==> src/rtl/hilo_wb_arb.sv <==
// hilo_wb_arb: HI/LO writeback stage behind the multiplier.
// Multiplier results cannot stall, so they land in a small FIFO. The FIFO
// head and the iterative divider share one registered writeback port. The
// divider is forced to win after STARVE_MAX consecutive lost cycles.
//
// Divider handshake: div_valid is held by the divider until accepted; div_ready
// is the combinational grant (it may depend on div_valid), and a transfer
// happens in any cycle where div_valid && div_ready are both high.
//
// Observable state for checkers: count, head, tail and starve_cnt are plain
// registers at the top level.

`ifndef LG_ROB_ENTRIES
`define LG_ROB_ENTRIES 6
`endif
`ifndef LG_HILO_PRF_ENTRIES
`define LG_HILO_PRF_ENTRIES 4
`endif

module hilo_wb_arb #(
  parameter int DEPTH        = 8,
  parameter int STARVE_MAX   = 3,
  parameter int MUL_INFLIGHT = 5
) (
  input  logic                            clk,
  input  logic                            reset,
  input  logic                            mul_complete,
  input  logic [`LG_ROB_ENTRIES-1:0]      mul_rob_ptr,
  input  logic                            mul_hilo_val,
  input  logic [`LG_HILO_PRF_ENTRIES-1:0] mul_hilo_ptr,
  input  logic [63:0]                     mul_y,
  input  logic                            div_valid,
  output logic                            div_ready,
  input  logic [`LG_ROB_ENTRIES-1:0]      div_rob_ptr,
  input  logic [`LG_HILO_PRF_ENTRIES-1:0] div_hilo_ptr,
  input  logic [63:0]                     div_y,
  output logic                            mul_issue_ok,
  output logic                            wb_valid,
  output logic [`LG_ROB_ENTRIES-1:0]      wb_rob_ptr,
  output logic                            wb_hilo_val,
  output logic [`LG_HILO_PRF_ENTRIES-1:0] wb_hilo_ptr,
  output logic [63:0]                     wb_y,
  output logic                            overflow
);

  localparam int PW = $clog2(DEPTH);
  localparam int SW = (STARVE_MAX < 1) ? 1 : $clog2(STARVE_MAX + 1);
  localparam int RW = `LG_ROB_ENTRIES;
  localparam int HW = `LG_HILO_PRF_ENTRIES;
  localparam logic [PW:0]   FULL_CNT   = (PW+1)'(DEPTH);
  localparam logic [SW-1:0] STARVE_LIM = SW'(STARVE_MAX);

  typedef struct packed {
    logic [RW-1:0] rob_ptr;
    logic          hilo_val;
    logic [HW-1:0] hilo_ptr;
    logic [63:0]   y;
  } entry_t;

  entry_t        mem [DEPTH];
  logic [PW-1:0] head;
  logic [PW-1:0] tail;
  logic [PW:0]   count;
  logic [SW-1:0] starve_cnt;

  entry_t head_entry;
  logic   fifo_avail;
  logic   grant_div;
  logic   grant_mul;
  logic   enq;
  logic   deq;
  logic   drop;

  // Arbitration and FIFO control, all from registered state plus div_valid.
  always_comb begin
    head_entry = mem[head];
    fifo_avail = (count != '0);
    grant_div  = reset && div_valid && (!fifo_avail || (starve_cnt == STARVE_LIM));
    grant_mul  = reset && fifo_avail && !grant_div;
    deq        = grant_mul;
    // A full FIFO still accepts a result if the head leaves in the same cycle.
    enq        = reset && mul_complete && ((count != FULL_CNT) || deq);
    drop       = reset && mul_complete && (count == FULL_CNT) && !deq;
  end

  assign div_ready    = grant_div;
  // Credit uses registered count only; upstream tracks its own in-flight ops.
  assign mul_issue_ok = reset && ((DEPTH - int'(count)) > MUL_INFLIGHT);

  // FIFO storage; contents need no reset because count gates visibility.
  always_ff @(posedge clk) begin
    if (enq) begin
      mem[tail] <= '{rob_ptr: mul_rob_ptr, hilo_val: mul_hilo_val,
                     hilo_ptr: mul_hilo_ptr, y: mul_y};
    end
  end

  // FIFO pointers and occupancy; pointers wrap naturally, count decides full/empty.
  always_ff @(posedge clk) begin
    if (!reset) begin
      head  <= '0;
      tail  <= '0;
      count <= '0;
    end else begin
      if (enq) tail <= tail + PW'(1);
      if (deq) head <= head + PW'(1);
      count <= count + (PW+1)'(enq) - (PW+1)'(deq);
    end
  end

  // Divider starvation counter: cleared on transfer or idle, saturating otherwise.
  always_ff @(posedge clk) begin
    if (!reset) begin
      starve_cnt <= '0;
    end else if (!div_valid || grant_div) begin
      starve_cnt <= '0;
    end else if (starve_cnt != STARVE_LIM) begin
      starve_cnt <= starve_cnt + SW'(1);
    end
  end

  // Sticky overflow flag: a multiplier result arrived with no room for it.
  always_ff @(posedge clk) begin
    if (!reset) begin
      overflow <= 1'b0;
    end else if (drop) begin
      overflow <= 1'b1;
    end
  end

  // Registered writeback port; fields hold their value when nothing is granted.
  always_ff @(posedge clk) begin
    if (!reset) begin
      wb_valid    <= 1'b0;
      wb_rob_ptr  <= '0;
      wb_hilo_val <= 1'b0;
      wb_hilo_ptr <= '0;
      wb_y        <= '0;
    end else begin
      wb_valid <= grant_div || grant_mul;
      if (grant_div) begin
        wb_rob_ptr  <= div_rob_ptr;
        wb_hilo_val <= 1'b1;
        wb_hilo_ptr <= div_hilo_ptr;
        wb_y        <= div_y;
      end else if (grant_mul) begin
        wb_rob_ptr  <= head_entry.rob_ptr;
        wb_hilo_val <= head_entry.hilo_val;
        wb_hilo_ptr <= head_entry.hilo_ptr;
        wb_y        <= head_entry.y;
      end
    end
  end

endmodule

==> config.mk <==
export PLATFORM = sky130hd
export DESIGN_NAME = hilo_wb_arb
export DESIGN_NICKNAME = d
export VERILOG_FILES = /design/src/rtl/hilo_wb_arb.sv
export SDC_FILE = /design/constraint.sdc
export NUM_CORES = 1
export LEC_CHECK = 0
export BUFFER_PORTS_ARGS = -buffer_cell sky130_fd_sc_hd__buf_2
export CAP_MARGIN = 20
export CORE_ASPECT_RATIO = 2
export CORE_MARGIN = 2
export CORE_UTILIZATION = 51
export DETAILED_ROUTE_END_ITERATION = 10
export GPL_ROUTABILITY_DRIVEN = 0
export GPL_TIMING_DRIVEN = 0
export PLACE_DENSITY = 0.7
export SETUP_SLACK_MARGIN = 0.02
export SLEW_MARGIN = 20
export SYNTH_ARGS = -nofsm -noshare
export SYNTH_HDL_FRONTEND = slang
export SYNTH_SLANG_ARGS = --single-unit
==> constraint.sdc <==
create_clock -name clk -period 14.55 [get_ports clk]
set_input_delay 2.91 -clock clk [delete_from_list [all_inputs] [get_ports clk]]
set_output_delay 2.91 -clock clk [all_outputs]
set_load 0.05 [all_outputs]
; After elaboration in Yosys (flattened, before gate mapping)
; Memories as Yosys holds them, arrays and structs flattened. A register that Yosys moved wholly into a read port is not among the register bits.
; Cells that the tools add are included.
[word_totals]
mem_count = 1
in_bits = 153
regBits = 89
ram_bits = 600
[memory_table]
columns = memory, depth, word_bits, read_ports, rd_ports_with_merged_regs, write_ports, line_no
row1 = mem, 8, 75, 1, 1, 1, 60  ; entry_t mem [DEPTH];
[op_classes]
add_sub_neg = 6
n_eq_ne = 4
reduce_logical = 20
bitwise = 1
n_mux = 12
magnitude_cmp = 1
[op_table]
columns = operator, n
row1 = 64-bit 2-to-1 mux, 2
row2 = 6-bit 2-to-1 mux, 2
row3 = 1-bit logical AND, 9
row4 = 4-bit 2-to-1 mux, 2
row5 = 3-bit by 1-bit adder with 3-bit output (second input constant), 2
row6 = 3-bit 2-to-1 mux, 2
row7 = 5-bit by 4-bit > comparator with 1-bit output (second input constant), 1
row8 = 4-bit by 4-bit subtractor with 5-bit output (first input constant), 1
row9 = 4-bit by 1-bit adder with 4-bit output, 1
row10 = 4-bit equality test (second input constant), 1
row11 = 1-bit zero test, 4
row12 = 1-bit logical OR, 4
row13 = 1-bit 2-to-1 mux, 4
row14 = 4-bit != test (second input constant), 1
row15 = 4-bit nonzero test, 1
row16 = 4-bit by 1-bit subtractor with 4-bit output, 1
row17 = 2-bit by 1-bit adder with 2-bit output (second input constant), 1
row18 = 2-bit equality test (second input constant), 1
row19 = 2-bit != test (second input constant), 1
row20 = 2-bit nonzero test, 1
row21 = 2-bit OR reduction, 1
row22 = 1-bit NOT, 1

; Depth between registers and ports, before layout
[logic_depth]
word_depth = 10
depth_mapped = 12
mapped_depth_nobuf = 10

; Least setup slack after synthesis
; No wires, ideal clock.
[synth_path]
path_kind = input port to flip-flop
start = input div_valid
end = memory mem[0][0] in the netlist's numbering (enable)
cell_stages = 4
setup_ns = 0.600
n_path_buf = 0
arrival_time_ns = 8.496
required_ns = 13.950
setup_slack_ns = 5.454
cell_sequence = a22oi_2 -> o211a_1 -> nand2b_1 -> nor3_1
[synth_via]
elab_chain_len = 8
[synth_lines]
columns = item, line_no
row1 = "start, declared", 32  ; input logic div_valid,
row2 = 1-bit logical AND (2 in series), 78  ; grant_div = reset && div_valid && (!fifo_avail || (starve_cnt == STARVE_LIM));
row3 = 1-bit zero test, 79  ; grant_mul = reset && fifo_avail && !grant_div;
row4 = 1-bit logical AND, 79
row5 = 1-bit logical OR, 82  ; enq = reset && mul_complete && ((count != FULL_CNT) || deq);
row6 = 1-bit logical AND, 82
row7 = 1-bit 2-to-1 mux, 92  ; if (enq) begin
row8 = 1-bit 2-to-1 mux (not written as such), 93  ; mem[tail] <= '{rob_ptr: mul_rob_ptr, hilo_val: mul_hilo_val,
row9 = "end, declared", 60
; Every way passes these cells.

; Final worst setup path
[layout_path]
start = input reset
end = output div_ready
[layout_via]
elab_chain_len = 2
[layout_lines]
columns = item, line_no
row1 = "start, declared", 26  ; input logic reset,
row2 = 1-bit logical AND (2 in series), 78
row3 = "end, declared", 33  ; output logic div_ready,
; Every way passes these cells.

==> summary.md <==
| Metric | Value |
|---|---|
| Hold path depth | 1 |
| #FFs+latches synth | 692 |
| Total Routing Usage GR | 22.84% |
| DP HPWL | 40.60 mm |
| Root Driver | clkbuf_16 |
| Overflow after GRT | 0 |
| R2R Path End | mem[1][51]$_DFFE_PP_ |
| IO Port Bufs | 230 |
| Cells after Synth | 1278 |
| Pwr dens | 176.2 nW/um2 |
| Slew headroom | 45.60% |
| # fillers | 3600 |
| First-pass GRT wire length | 87.34 mm |
| Nature of the critical path endpoint | primary output |
| Hold path endpoint | starve_cnt[0]$_SDFFE_PP0N_ |
| RSZ-0062 raised after global routing | false |
| Die Height | 323.9 um |
| Required @ worst endpoint | 11.64 ns |
| Leakage | 10.39 nW |
| Worst-Skew Late Latency | 0.61 ns |
| Number of cells after detailed placement | 2211 |
| Longest Clk Path Bufs | 3 |
| Largest net degree at the start of global routing | 21 |
| Post-synth EDFFs | 600 |
| Initial Utilization | 51.37% |
| DRC viols | 0 |
| R2R Setup Slk | 11.02 ns |
| CTS H-Tree Depth | 2 |
| Setup TNS Final | 0 ns |
| CTS tree | yes |
| Worst-path clk slew | 0.06 ns |
| Post_cts resized | 0 |
| Clock sink total | 692 |
| Multi-input logic area | 5756 um2 |
| Die Wd | 163.9 um |
| CTS Hold Bufs | 0 |
| Async set-reset flop share out of synthesis | 0% |
| Slowest stage cell, crit path | buf_2 |
| Maximum Capacitance Violations | 0 |
| Core Area | 50800 um2 |
| Number of global-route vias before repair | 13850 |
| Initial antenna violation count | 20 |
| Mean post-synth cell area | 20.42 um2 |
| Fraction of layout cells with a size suffix above 1 | 34.18% |
| Max-slew violations | 0 |
| Largest stage delay, worst path | 0.42 ns |
| Die area | 53100 um2 |
| Postcts setup bufs | 0 |
| Least-Margin Pin Slew | 0.8160 ns |
| Fin cells | 2322 |
| Vias | 13530 |
| Hold Path Origin | starve_cnt[0]$_SDFFE_PP0N_ |
| WL per Instance | 25.73 um |
| R2R depth | 13 |
| Rows | 117 |
| WL final | 59.76 mm |
| Yosys top cell by area | edfxtp_1 |
| Post-synth top area share | 69.05% |
| YS warnings | 0 |
| Synth Cell Area | 26090 um2 |
| I/O pins | 232 |
| Register area share after synthesis | 76.11% |
| Hold Fails Final Rpt | 0 |
| Via/cell ratio | 5.827 |
| Critical Path, Cell by Cell | buf_2 > nand2_1 > nor2_1 > buf_2 > buf_2 > buf_2 |
| FF+latch area | 19860 um2 |
| Area Overhead vs Synth | 18.82% |
| Syn Nets | 1443 |
| Inserted Clock Buffers | 57 |
| Status | finished, final reports clean |
| Crit path max fanout | 10 |
| Layout Nets | 1781 |
| Worst path most repeated cell | buf_2 |
| Final setup vio count | 0 |
| Fin crit share | 49.54% |
| Clock skew | 0.01730 ns |
| F_max | 138.7 MHz |
| Period minus WS final | 7.208 ns |
| Synth area leaders | edfxtp_1 69%, mux4_2 12%, dfxtp_1 7.1% |
| Final ANT Viol Nets | 0 |
| IR Drop Worst-Case VDD | 0.1384 mV |
| Worst flop-to-flop path startpoint | count[1]$_SDFF_PN0_ |
| Total chip power | 0.005462 W |
| WS Path Type | in -> out |
| Setup crit start kind | input port |
| Drt first-iter violations | 986 |
| Arrival time of the worst setup path | 4.30 ns |
| Router iterations before antenna repair | 5 |
| Worst Hold Class | reg -> reg |
| Primary FF master, synth | edfxtp_1 |
| Unique cell type count in the Yosys netlist | 40 |
[state kept, by name, indices dropped and copies added, names as in the netlist, named ones only]
signal and cells:
wb_y 64, mem 600, wb_rob_ptr 6, overflow 1
wb_hilo_ptr 4, tail 3, head 3, wb_valid 1
count 4, starve_cnt 2, wb_hilo_val 1
[layout make-up]
class                   count  area share [%]
multi-input cells         504           18.56
well taps                 654           2.639
inverters                  10          0.1211
repair buffers            279           6.518
plain buffers              72           1.602
diodes                      6         0.04843
clock buffers              64           4.718
clock inverters            41           1.735
flip-flops and latches    692           64.05
[how the worst max path moves through the flow]
stage	startpoint	endpoint	slack, ns	depth (start not counted)
2_1_floorplan	div_valid	mem[0][0]$_DFFE_PP_	5.45	4
3_3_place_gp	div_valid	mem[1][30]$_DFFE_PP_	-0.08	5
3_5_place_dp	reset	div_ready	7.34	6
4_1_cts	reset	div_ready	7.32	6
5_1_grt	reset	div_ready	7.25	6
6_report	reset	div_ready	7.34	6
[metal layers]
layer / track usage [%] / vias to the layer above / wire, um
met2: 40.86 / 431 / 31770
met1: 27.95 / 7031 / 22700
met5: 0 / - / 141
met3: 4.219 / 110 / 3500
met4: 7.329 / 24 / 1650
li1: - / 5935 / -
[report_power, final]
| part | switching, W | internal (W) |
|---|---|---|
| clock network | 0.000688 | 0.000954 |
| logic | 0.000897 | 0.000565 |
| registers | 0.0000594 | 0.00230 |
| total | 0.00164 | 0.00382 |
[synthesized netlist by cell type, types with 8 or more instances]
cell type    n
nand2_1     27
o211ai_1    11
inv_1        9
ha_1        11
a22oi_1     72
mux4_2     134
nand3_1     25
dfxtp_1     92
nor2_1      20
o22ai_1      8
mux2i_1     92
buf_6       15
o21ai_1     65
clkbuf_1    17
edfxtp_1   600
buf_2       28
[worst max-delay path, delay by kind of cell]
kind	cells	cell delay (ns)
buffers and inverters	4	1.18
and+or+nand+nor	2	0.21
[metrics by stage]
stage                     hold slack [ns]  utilization (%)  cell area [um2]  worst slack [ns]
after CTS                          0.4334            61.00            30990             7.321
final                              0.4318            61.03            31000             7.342
after detailed placement           0.4241            57.07            28990             7.335
after global routing               0.4593            61.03            31000             7.253
after global placement             0.4107            55.25            28060          -0.07742
after floorplan                    0.3989                -            26090             5.454
[layout by cell type (no fill, tap or decap), drive strengths merged, types with 4 or more instances in the layout]
master / count
buf: 331
mux2: 8
o211ai: 11
bufinv: 13
mux4: 134
a22oi: 73
ha: 11
clkinvlp: 4
nand2: 27
nand2b: 4
mux2i: 92
clkbuf: 84
o21ai: 67
diode: 6
dfxtp: 92
edfxtp: 600
clkinv: 22
nand3: 25
o22ai: 8
nor2: 20
inv: 12
[cell families (layout without fill, tap and decap cells)]
| kind of cell | count (synthesis) | count (layout) | synth area share [%] |
|---|---|---|---|
| mux | 234 | 234 | 15.44 |
| buf+inv | 82 | 466 | 2.047 |
| other cells | 0 | 6 | 0 |
| compound gates | 167 | 167 | 4.138 |
| simple gates | 85 | 85 | 1.462 |
| flops | 692 | 692 | 76.11 |
| fa+ha+maj | 12 | 12 | 0.6042 |
| xor+xnor | 6 | 6 | 0.2014 |
(Power assumes the default switching activity.)
